--- config.mk ---
export PLATFORM = sky130hd
export DESIGN_NAME = aload_sequencer
export DESIGN_NICKNAME = d
export VERILOG_FILES = /design/src/rtl/aload_pkg.sv /design/src/rtl/aload_rst_sync.sv /design/src/rtl/aload_sequencer.sv
export SDC_FILE = /design/constraint.sdc
export NUM_CORES = 1
export LEC_CHECK = 0
export BUFFER_PORTS_ARGS = -buffer_cell sky130_fd_sc_hd__buf_2
export CAP_MARGIN = 20
export CORE_UTILIZATION = 25
export DETAILED_ROUTE_END_ITERATION = 16
export HOLD_SLACK_MARGIN = 0.15
export PLACE_DENSITY = 0.51
export RECOVER_POWER = 100
export SYNTH_ARGS = -nofsm -noshare
export SYNTH_HDL_FRONTEND = slang
export SYNTH_SLANG_ARGS = --single-unit
--- constraint.sdc ---
create_clock -name clk -period 1.4 [get_ports clk]
set_input_delay 0.07 -clock clk [delete_from_list [all_inputs] [get_ports clk]]
set_output_delay 0.07 -clock clk [all_outputs]
set_load 0.005 [all_outputs]
--- src/rtl/aload_pkg.sv ---
// Shared types for the async-load sequencer: FSM state encoding and counter sizing.
package aload_pkg;

  typedef enum logic [2:0] {
    RST_HOLD,
    IDLE,
    SETUP,
    PULSE,
    HOLD
  } aload_state_t;

  // Pulse counter width; counts PULSE_CYCLES-1 down to 0.
  function automatic int cnt_width(input int pulse_cycles);
    return (pulse_cycles < 1) ? 1 : $clog2(pulse_cycles + 1);
  endfunction

endpackage

--- src/rtl/aload_rst_sync.sv ---
// Reset-release synchronizer: asserts with arst, releases after STAGES clk edges.
module aload_rst_sync #(
  parameter int STAGES = 1
) (
  input  logic clk,
  input  logic arst,
  output logic rst_sync
);

  logic [STAGES-1:0] sync_q;
  logic [STAGES-1:0] sync_d;

  always_comb begin
    sync_d = sync_q << 1;
  end

  always_ff @(posedge clk or posedge arst) begin
    if (arst) begin
      sync_q <= '1;
    end else begin
      sync_q <= sync_d;
    end
  end

  assign rst_sync = sync_q[STAGES-1];

endmodule

--- src/rtl/aload_sequencer.sv ---
// Turns clocked load requests into a set-up/pulse/hold async-load sequence for an async-load FF bank.
// Define ALOAD_SEQ_VERIFY_EN to build the bank readback compare and its mismatch counter.
module aload_sequencer
  import aload_pkg::*;
#(
  parameter int               WIDTH        = 8,
  parameter logic [WIDTH-1:0] RESET_VALUE  = '0,
  parameter int               PULSE_CYCLES = 2,
  parameter int               SYNC_STAGES  = 2
) (
  input  logic             clk,
  input  logic             arst,
  input  logic             req_valid,
  output logic             req_ready,
  input  logic [WIDTH-1:0] req_value,
  output logic             aload_out,
  output logic [WIDTH-1:0] aload_val,
  output logic             busy,
  output logic             done,
  input  logic [WIDTH-1:0] q_in,
  output logic             mismatch
);

  localparam int               CNT_W    = cnt_width(PULSE_CYCLES);
  localparam logic [CNT_W-1:0] CNT_LOAD = CNT_W'(PULSE_CYCLES - 1);

  aload_state_t     state_q, state_d;
  logic [CNT_W-1:0] cnt_q, cnt_d;
  logic             aload_out_q, aload_out_d;
  logic [WIDTH-1:0] aload_val_q, aload_val_d;
  logic             req_ready_q, req_ready_d;
  logic             busy_q, busy_d;
  logic             done_q, done_d;
  logic             rst_sync;

  // The state register acts as the final synchronizer stage, so RST_HOLD
  // exits on exactly the SYNC_STAGES-th edge after arst falls.
  aload_rst_sync #(
    .STAGES (SYNC_STAGES - 1)
  ) u_rst_sync (
    .clk      (clk),
    .arst     (arst),
    .rst_sync (rst_sync)
  );

  always_comb begin
    state_d     = state_q;
    cnt_d       = cnt_q;
    aload_out_d = aload_out_q;
    aload_val_d = aload_val_q;
    req_ready_d = req_ready_q;
    busy_d      = busy_q;
    done_d      = 1'b0;
    case (state_q)
      RST_HOLD: begin
        if (!rst_sync) begin
          state_d     = IDLE;
          aload_out_d = 1'b0;
          req_ready_d = 1'b1;
          busy_d      = 1'b0;
        end
      end
      IDLE: begin
        if (req_valid && req_ready_q) begin
          aload_val_d = req_value;
          state_d     = SETUP;
          req_ready_d = 1'b0;
          busy_d      = 1'b1;
        end
      end
      SETUP: begin
        state_d     = PULSE;
        aload_out_d = 1'b1;
        cnt_d       = CNT_LOAD;
      end
      PULSE: begin
        if (cnt_q == '0) begin
          aload_out_d = 1'b0;
          state_d     = HOLD;
        end else begin
          cnt_d = cnt_q - CNT_W'(1);
        end
      end
      HOLD: begin
        state_d     = IDLE;
        done_d      = 1'b1;
        req_ready_d = 1'b1;
        busy_d      = 1'b0;
      end
      default: begin
        state_d     = RST_HOLD;
        aload_out_d = 1'b1;
        aload_val_d = RESET_VALUE;
        req_ready_d = 1'b0;
        busy_d      = 1'b1;
      end
    endcase
  end

  always_ff @(posedge clk or posedge arst) begin
    if (arst) begin
      state_q     <= RST_HOLD;
      cnt_q       <= '0;
      aload_out_q <= 1'b1;
      aload_val_q <= RESET_VALUE;
      req_ready_q <= 1'b0;
      busy_q      <= 1'b1;
      done_q      <= 1'b0;
    end else begin
      state_q     <= state_d;
      cnt_q       <= cnt_d;
      aload_out_q <= aload_out_d;
      aload_val_q <= aload_val_d;
      req_ready_q <= req_ready_d;
      busy_q      <= busy_d;
      done_q      <= done_d;
    end
  end

  assign aload_out = aload_out_q;
  assign aload_val = aload_val_q;
  assign req_ready = req_ready_q;
  assign busy      = busy_q;
  assign done      = done_q;

`ifdef ALOAD_SEQ_VERIFY_EN
  logic       mismatch_q, mismatch_d;
  logic [7:0] mism_cnt_q, mism_cnt_d;

  // Bank output is compared during HOLD so the flag lands with done.
  always_comb begin
    mismatch_d = 1'b0;
    mism_cnt_d = mism_cnt_q;
    if (state_q == HOLD && q_in != aload_val_q) begin
      mismatch_d = 1'b1;
      if (mism_cnt_q != 8'hFF) begin
        mism_cnt_d = mism_cnt_q + 8'd1;
      end
    end
  end

  always_ff @(posedge clk or posedge arst) begin
    if (arst) begin
      mismatch_q <= 1'b0;
      mism_cnt_q <= '0;
    end else begin
      mismatch_q <= mismatch_d;
      mism_cnt_q <= mism_cnt_d;
    end
  end

  assign mismatch = mismatch_q;
`else
  logic unused_q_in;
  assign unused_q_in = ^q_in;
  assign mismatch    = 1'b0;
`endif

endmodule
# After elaboration in Yosys (flattened, before gate mapping)
# Index checks and enable logic that the tools add are counted.
# word_totals
reg_bits	18
in_bits	19
elab_cells	49
# classes
addsub	1
eq_ne	8
mux	17
n_bitwise	3
n_reduce_logical	12
# op_table
operator	count
$pmux 8 s2	1
$pmux 3 s5	1
$mux 3	3
$reduce_and 3->1	3
$mux 8	1
$ne 2x2->1 const B	4
$pmux 1 s4	2
$eq 3x2->1 const B	2
$mux 1	6
$pmux 2 s2	1
$reduce_and 2->1	2
$reduce_or 2->1	2
$reduce_or 4->1	1
$eq 3x1->1 const B	1
$eq 3x3->1 const B	1
$logic_not 3->1	1
$not 1->1	3
$pmux 1 s3	1
$logic_not 2->1	1
$mux 2	1
$reduce_bool 2->1	1
$sub 2x1->2 const B	1
$logic_and 1x1->1	1

# Depth between registers and ports, before layout
# Gate-level depths: netlist of the first run.
# logic_depth
word_depth	4
depth_mapped	5
ltp_nobuf	5

# Cells and area by module
# From an unflattened synthesis of the first run, not the netlist that was laid out.
# unflattened
hier_cells	91
area_unflattened_um2	888.4
# by_module_without_submodules
module	instances	cells_each	area_each_um2	seq_area_each_um2
aload_sequencer	1	88	854.6	427.9
aload_rst_sync	1	3	33.8	26.3

# Least setup slack after synthesis of the first run
# OpenSTA, ideal clock, no wires.
# synth_path
path_kind	register -> register
startpoint	register state_q[0]
endpoint	register state_q[0]
setup_ns	0.133
t_arrival_ns	1.066
t_required_ns	1.267
path_slack_ns	0.200
path_stages_with_launch	5
path_buffers	1
synth_period_minus_slack_ns	1.200
path_cell_list	dfrtp_1 > buf_4 > or3b_1 > a21oi_1 > a221oi_1
# synth_between
elab_chain_cells	3
word_cells_on_any_way	10
# synth_rtl
element	line_no	text
start: declaration	aload_sequencer.sv:27	aload_state_t state_q, state_d;
start signal: assignment	aload_sequencer.sv:110	state_q <= state_d;
$eq 3x2->1 (tied with other cells)	aload_sequencer.sv:54	case (state_q)
$ne 2x2->1 (no line)	--	
$reduce_and 3->1 (no line)	--	
# Several ways; a longest one is shown, not always the timed one.
# A chain may end at the register's enable or synchronous reset.

# Worst setup path after layout of the first run
# layout_path
startpoint	register state_q[2]
endpoint	register aload_val_q[1] (netlist: aload_val[1])
# layout_between
elab_chain_cells	4
word_cells_on_any_way	10
# layout_rtl
element	line_no	text
$eq 3x2->1 (tied with other cells)	aload_sequencer.sv:54	
$reduce_or 4->1 (no line)	--	
$not 1->1 (no line)	--	
$reduce_and 2->1 (no line)	--	
end signal: assignment	aload_sequencer.sv:113	aload_val_q <= aload_val_d;
end: declaration	aload_sequencer.sv:30	logic [WIDTH-1:0] aload_val_q, aload_val_d;
# Several ways; a longest one is shown, not always the timed one.

==> results of run 1 <==
[worst paths after layout]
check,start,end,depth (start not counted)
worst max register to register,state_q[2],aload_val[1],5
worst min-delay path,req_valid,req_ready,4
min in group asynchronous,arst,cnt_q[1],4
max in group asynchronous,arst,busy,4
worst max-delay path,state_q[2],aload_val[1],5
worst min register to register,aload_val[6],aload_val[6],2
[what timing repair did]
action	CTS	global route
hold buffers	9	0
gates resized for setup	0	1
buffers inserted	0	2
setup endpoints to repair	0	8
hold endpoints to repair	26	0
[cell usage in the layout, fill, tap and decap left out, types with 2 or more instances in the layout]
cell           instances
conb_1                 2
dfrtp_1               14
inv_1                 14
mux2i_1                8
dfstp_1                3
nor2_1                 2
a21oi_1                6
clkbuf_1               6
buf_4                  4
buf_2                 17
dlygate4sd3_1          9
nand2_1               14
nor3_1                 2
nand2b_1               3
o21ai_1                2
clkbuf_4               3
clkbuf_2               2
[cell type report]
type	instances	area, um^2
Timing Repair Buffer	38	237.7
Sequential cell	18	455.4
Tap cell	46	57.56
Inverter	14	52.55
Clock buffer	4	36.28
Fill cell	376	2187
Multi-Input combinational cell	53	336.6
[worst register-to-register path, stage by stage (launching register included)]
cell	delay (ns)
dfrtp_1	0.48
clkbuf_1	0.18
nor3b_4	0.22
buf_4	0.17
nand2_1	0.06
mux2i_1	0.12
[registers in the layout, summed over array words and instances (netlist names)]
register	cells
cnt_q	2
done	1
u_rst_sync.rst_sync	1
busy	1
aload_out	1
req_ready	1
state_q	3
aload_val	8
[per-layer routing]
metal,GRT usage [%],vias up,part of all wire [%]
met2,17.86,20,47
li1,-,362,-
met4,2.922,0,0.60
met3,3.782,2,6.1
met1,12.26,321,46
met5,0,-,0
[cell families after synthesis]
group | share of synthesized area (%)
and+or+nand+nor | 17.10
buffers and inverters | 10.40
DFF | 51.71
AOI/OAI and AO/OA | 9.830
muxes | 9.117
adders and majority gates | 1.424
other | 0.4269
[power breakdown]
| part | internal [mW] | leakage [nW] | switching, mW | total (mW) |
|---|---|---|---|---|
| clock network | 0.158 | 0.0210 | 0.161 | 0.319 |
| logic | 0.490 | 0.327 | 0.480 | 0.969 |
| registers | 0.746 | 0.216 | 0.159 | 0.905 |
[stage by stage]
step / cells / instance area (um^2) / utilization (%) / setup slack (ns) / hold WS, ns
floorplan: 90 / 882.1 / - / 0.2004 / 0.006381
global placement: 158 / 1049 / 31.18 / 0.1077 / 0.1009
detailed placement: 158 / 1049 / 31.18 / 0.04334 / 0.1053
CTS: 171 / 1175 / 34.93 / 0.04026 / 0.1706
global route: 173 / 1176 / 34.97 / 0.002424 / 0.2003
finish: 173 / 1176 / 34.97 / 0.1014 / 0.1755
==> key figures, run 1 <==
Status
  – Status: finished clean

STA
  – Minimum clock period: 1.299 ns
  – Setup total negative slack: 0 ns
  – RSZ-0062 raised after global routing: false
  – Clk_skew: 0.001792 ns
  – Fin. max-slew vios: 0
  – Max Clock Freq: 770.1 MHz
  – Setup Viol. Count Final: 0
  – Period utilization: 92.76%
  – Fin. Hold Viols: 0

Flow run
  – Max-cap viol count: 0

Logic synthesis
  – Top FF cell, synth: dfrtp_1
  – Synthesized instance count: 89
  – Register area share after synthesis: 51.71%
  – Post-synth top area share: 42.74%
  – Yosys top cell by area: dfrtp_1
  – Post-synthesis cell area: 878.3 um^2
  – Post-synth EDFFs: 0
  – Asr flop ratio synth: 100.0%
  – Post-synth top cells: dfrtp_1, nand2_1, inv_1, mux2i_1, a21oi_1
  – Cell variety after synth: 29
  – Flops & latches, synth: 18
  – YS warnings: 0
  – Avg Cell Area, Syn: 9.869 um^2
  – Top cells by area, synth: dfrtp_1, mux2i_1, dfstp_2
  – Count leader, synth: dfrtp_1

Global route
  – Antenna violations before repair: 0
  – Vias in the first global route: 661
  – GRT Residual Overflow: 0
  – First-pass GRT wire length: 2.835 mm
  – Largest net degree at the start of global routing: 19
  – Gr usage total: 10.42%

Floorplanning
  – DIE HEIGHT: 61.28 um
  – CORE AREA: 3363 um^2
  – Die width: 61.28 um
  – Rows: 21
  – Starting density of the core: 26.12%
  – IO Pins: 32
  – Die footprint: 3755 um^2

Pwr
  – Static leakage: 0.5638 nW
  – PwrDens: 1865 nW/um^2
  – Worst vdd ir: 0.7836 mV
  – Pwr Total: 2.193 mW

Detailed routing
  – Wirelength, routed: 1.677 mm
  – Avg WL per Cell: 9.694 um
  – DRT antenna net count: 0
  – Vias/cell: 4.075
  – Drc violations: 0
  – DR vias: 705
  – Drt first pass iters: 4
  – 1st-iter DRT viols: 14

Worst setup path
  – Critical Path Slowest Stage Cell: dfrtp_1
  – R2R Setup Slk: 0.10 ns
  – CP peak stage delay: 0.48 ns
  – WP buf/inv: 2
  – Crit start category: flop
  – CP Cell Sequence: clkbuf_1, nor3b_4, buf_4, nand2_1, mux2i_1
  – Critical path type: flop to flop
  – Worst EP arrival: 1.52 ns
  – Worst-path maximum fanout: 9
  – Critical Path RT: 1.62 ns
  – Endpoint class of the critical path: flop
  – Crit-path leading delay family: flip-flops

CTS
  – H-tree levels: 1
  – Buffer depth of the longest clock path: 2
  – Root buf cell: clkbuf_4
  – CTS clk-pin slew, worst paths: 0.10 ns
  – CTS tree: done
  – Num Clock Sinks: 18
  – TritonCTS Buffers: 3
  – Worst skew pair latency: 0.29 ns

Place
  – Gpl congestion: 0.7515
  – HPWL Detailed: 1.185 mm
  – Port buffer count: 22

Final layout
  – Layout cells sized above 1: 24.41%
  – N_diodes: 0
  – Area grow syn2layout: 33.90%
  – Nets@finish: 148

Hold path
  – Hold Crit Class: input port to flop
Power figures use the tool's default switching activity.
==> run 2: changes to the inputs <==
--- a/config.mk
+++ b/config.mk
@@ -10,7 +10,7 @@
 export CORE_UTILIZATION = 25
 export DETAILED_ROUTE_END_ITERATION = 16
 export HOLD_SLACK_MARGIN = 0.15
-export PLACE_DENSITY = 0.51
+export PLACE_DENSITY = 0.53
 export RECOVER_POWER = 100
 export SYNTH_ARGS = -nofsm -noshare
 export SYNTH_HDL_FRONTEND = slang
==> constraint.sdc (replaced) <==
create_clock -name clk -period 1.05 [get_ports clk]
set_input_delay 0.0525 -clock clk [delete_from_list [all_inputs] [get_ports clk]]
set_output_delay 0.0525 -clock clk [all_outputs]
set_load 0.005 [all_outputs]
==> run 2 against run 1 <==
The run now ends with negative setup slack left. Clock skew down 0.00069 ns. Combinational power up 130%. Register-to-register slack worse by 0.27 ns. Cell count up 11%. Highest routed layer unchanged. First-iteration DRC count up 86%. Sequential power up 37%. Critical path depth down 1.
==> key figures, run 2 (synthesized netlist as in run 1, its figures left out) <==
Detailed routing
  – DR vias: 805
  – Avg WL per Cell: 11.96 um
  – Wirelength, routed: 2.296 mm
  – DRT antenna net count: 0
  – Drt first pass iters: 4
  – Drc violations: 0
  – Vias/cell: 4.193
  – 1st-iter DRT viols: 26

Final layout
  – Most common cell after layout, fill and taps aside: buf_4
  – Sequential cell area: 457.9 um^2
  – Final Util: 43.49%
  – Nets@finish: 167
  – Layout cells sized above 1: 46.58%
  – # fillers: 352
  – Max reg flops: 8
  – Most frequent cells in the layout: buf_4, buf_2, nand2_1
  – Cell Count, Final, Fillers Out: 192
  – Area grow syn2layout: 66.52%
  – Multi-input gate area: 442.9 um^2
  – N_diodes: 0

Global route
  – Largest net degree at the start of global routing: 19
  – Antenna violations before repair: 0
  – GRT Residual Overflow: 0
  – First-pass GRT wire length: 3.484 mm
  – Gr usage total: 13.01%
  – Vias in the first global route: 786

STA
  – Fin. Hold Viols: 0
  – Period utilization: 116.5%
  – Setup Viol. Count Final: 14
  – Max Clock Freq: 817.8 MHz
  – RSZ-0062 raised after global routing: true
  – Hold Slack: 0.1882 ns
  – Clk_skew: 0.001104 ns
  – Fin. max-slew vios: 0
  – Worst setup margin: -0.1728 ns
  – Minimum clock period: 1.223 ns

Place
  – Gpl congestion: 0.8013
  – Pre-CTS setup slack: -0.2008 ns
  – Port buffer count: 22
  – Placed cells: 170
  – HPWL Detailed: 1.397 mm

Flow run
  – Max-cap viol count: 0

Pwr
  – Static leakage: 0.6775 nW
  – Worst vdd ir: 0.6364 mV
  – PwrDens: 2651 nW/um^2

Worst setup path
  – Critical R2R Capture: aload_val[6]
  – R2r startpoint: state_q[1]
  – R2R Setup Slk: -0.17 ns
  – Reg2Reg Depth: 4
  – Worst EP arrival: 1.45 ns
  – Critical path type: flop to flop
  – Crit start category: flop
  – Critical Path RT: 1.28 ns
  – Critical Path Slowest Stage Cell: dfrtp_1
  – Worst-path maximum fanout: 4
  – Endpoint class of the critical path: flop
  – CP Cell Sequence: nor2b_4, nor3_4, buf_4, mux2i_1
  – CP peak stage delay: 0.42 ns

Floorplanning
  – IO Pins: 32
  – Starting density of the core: 26.12%
  – Rows: 21
  – Die footprint: 3755 um^2
  – Die width: 61.28 um
  – DIE HEIGHT: 61.28 um
  – CORE AREA: 3363 um^2

Hold path
  – Hold Crit Class: input port to flop
  – HP Start: req_valid
  – Hold endpoint: state_q[1]
  – Hold path depth: 4

CTS
  – TritonCTS Buffers: 3
  – Root buf cell: clkbuf_4
  – Buffer depth of the longest clock path: 2
  – Worst skew pair latency: 0.30 ns
  – CTS tree: done
  – H-tree levels: 1
  – Num Clock Sinks: 18
  – CTS clk-pin slew, worst paths: 0.11 ns

Status
  – Failing checks: negative setup slack
  – Status: finished with violations
run 2: cell count changes in the layout (fill, tap and decap cells not counted), moves of 3 or more:
cell,delta
buf_2,-3
a21oi_1,-4
a21oi_2,+3
buf_6,+7
buf_4,+14
dfstp_1,-3
dfstp_2,+3
run 2: metal layers:
layer | vias up | global-route usage, % | share of wire (%)
met5 | - | 0 | 0
met1 | 381 | 13.78 | 42
li1 | 397 | - | -
met4 | 0 | 4.545 | 0.91
met3 | 2 | 3.992 | 5.7
met2 | 25 | 24.22 | 51
run 2: how the worst max path moves through the flow:
stage | depth (start not counted) | endpoint | slack (ns) | start
after global routing | 5 | aload_val[4] | -0.27 | state_q[1]
final | 4 | aload_val[6] | -0.17 | state_q[1]
after detailed placement | 4 | aload_val[6] | -0.20 | state_q[2]
after CTS | 4 | aload_val[4] | -0.17 | state_q[1]
after global placement | 4 | cnt_q[1] | -0.15 | state_q[2]
after floorplan | 4 | state_q[0] | -0.11 | state_q[2]
run 2: stage by stage:
| step | setup TNS (ns) | area [um^2] | power [mW] |
|---|---|---|---|
| 6_report | -1.839 | 1463 | 3.877 |
| 3_5_place_dp | -2.228 | 1139 | 2.719 |
| 4_1_cts | -1.768 | 1388 | 3.565 |
| 5_1_grt | -2.916 | 1463 | 4.190 |
| 3_3_place_gp | -1.785 | 1139 | 2.658 |
| 2_1_floorplan | -0.7631 | 892.1 | 2.110 |
run 2: worst max-delay path, delay by kind of cell, from the launching register on:
family | cells | cell delay, ns
flops | 1 | 0.42
simple gates | 2 | 0.37
buf+inv | 1 | 0.18
mux | 1 | 0.18
run 2: what timing repair did:
action	in CTS	in global routing
resized for setup	22	11
endpoints found under the setup margin	15	16
hold buffers	10	0
buffers inserted	2	5
hold endpoints to repair	27	0
cloned	1	0
pin swaps	9	7
run 2: cell type report:
cell class / instances / area share [%]
Tap cell: 46 / 3.935
Inverter: 14 / 3.593
Clock buffer: 4 / 2.481
Sequential cell: 18 / 31.31
Timing Repair Buffer: 57 / 28.40
Multi-Input combinational cell: 53 / 30.28
run 2: where the power goes:
part           total, mW  switching (mW)  internal [mW]
Sequential          1.24           0.227           1.01
Combinational       2.20           0.969           1.23
Clock              0.440           0.229          0.212
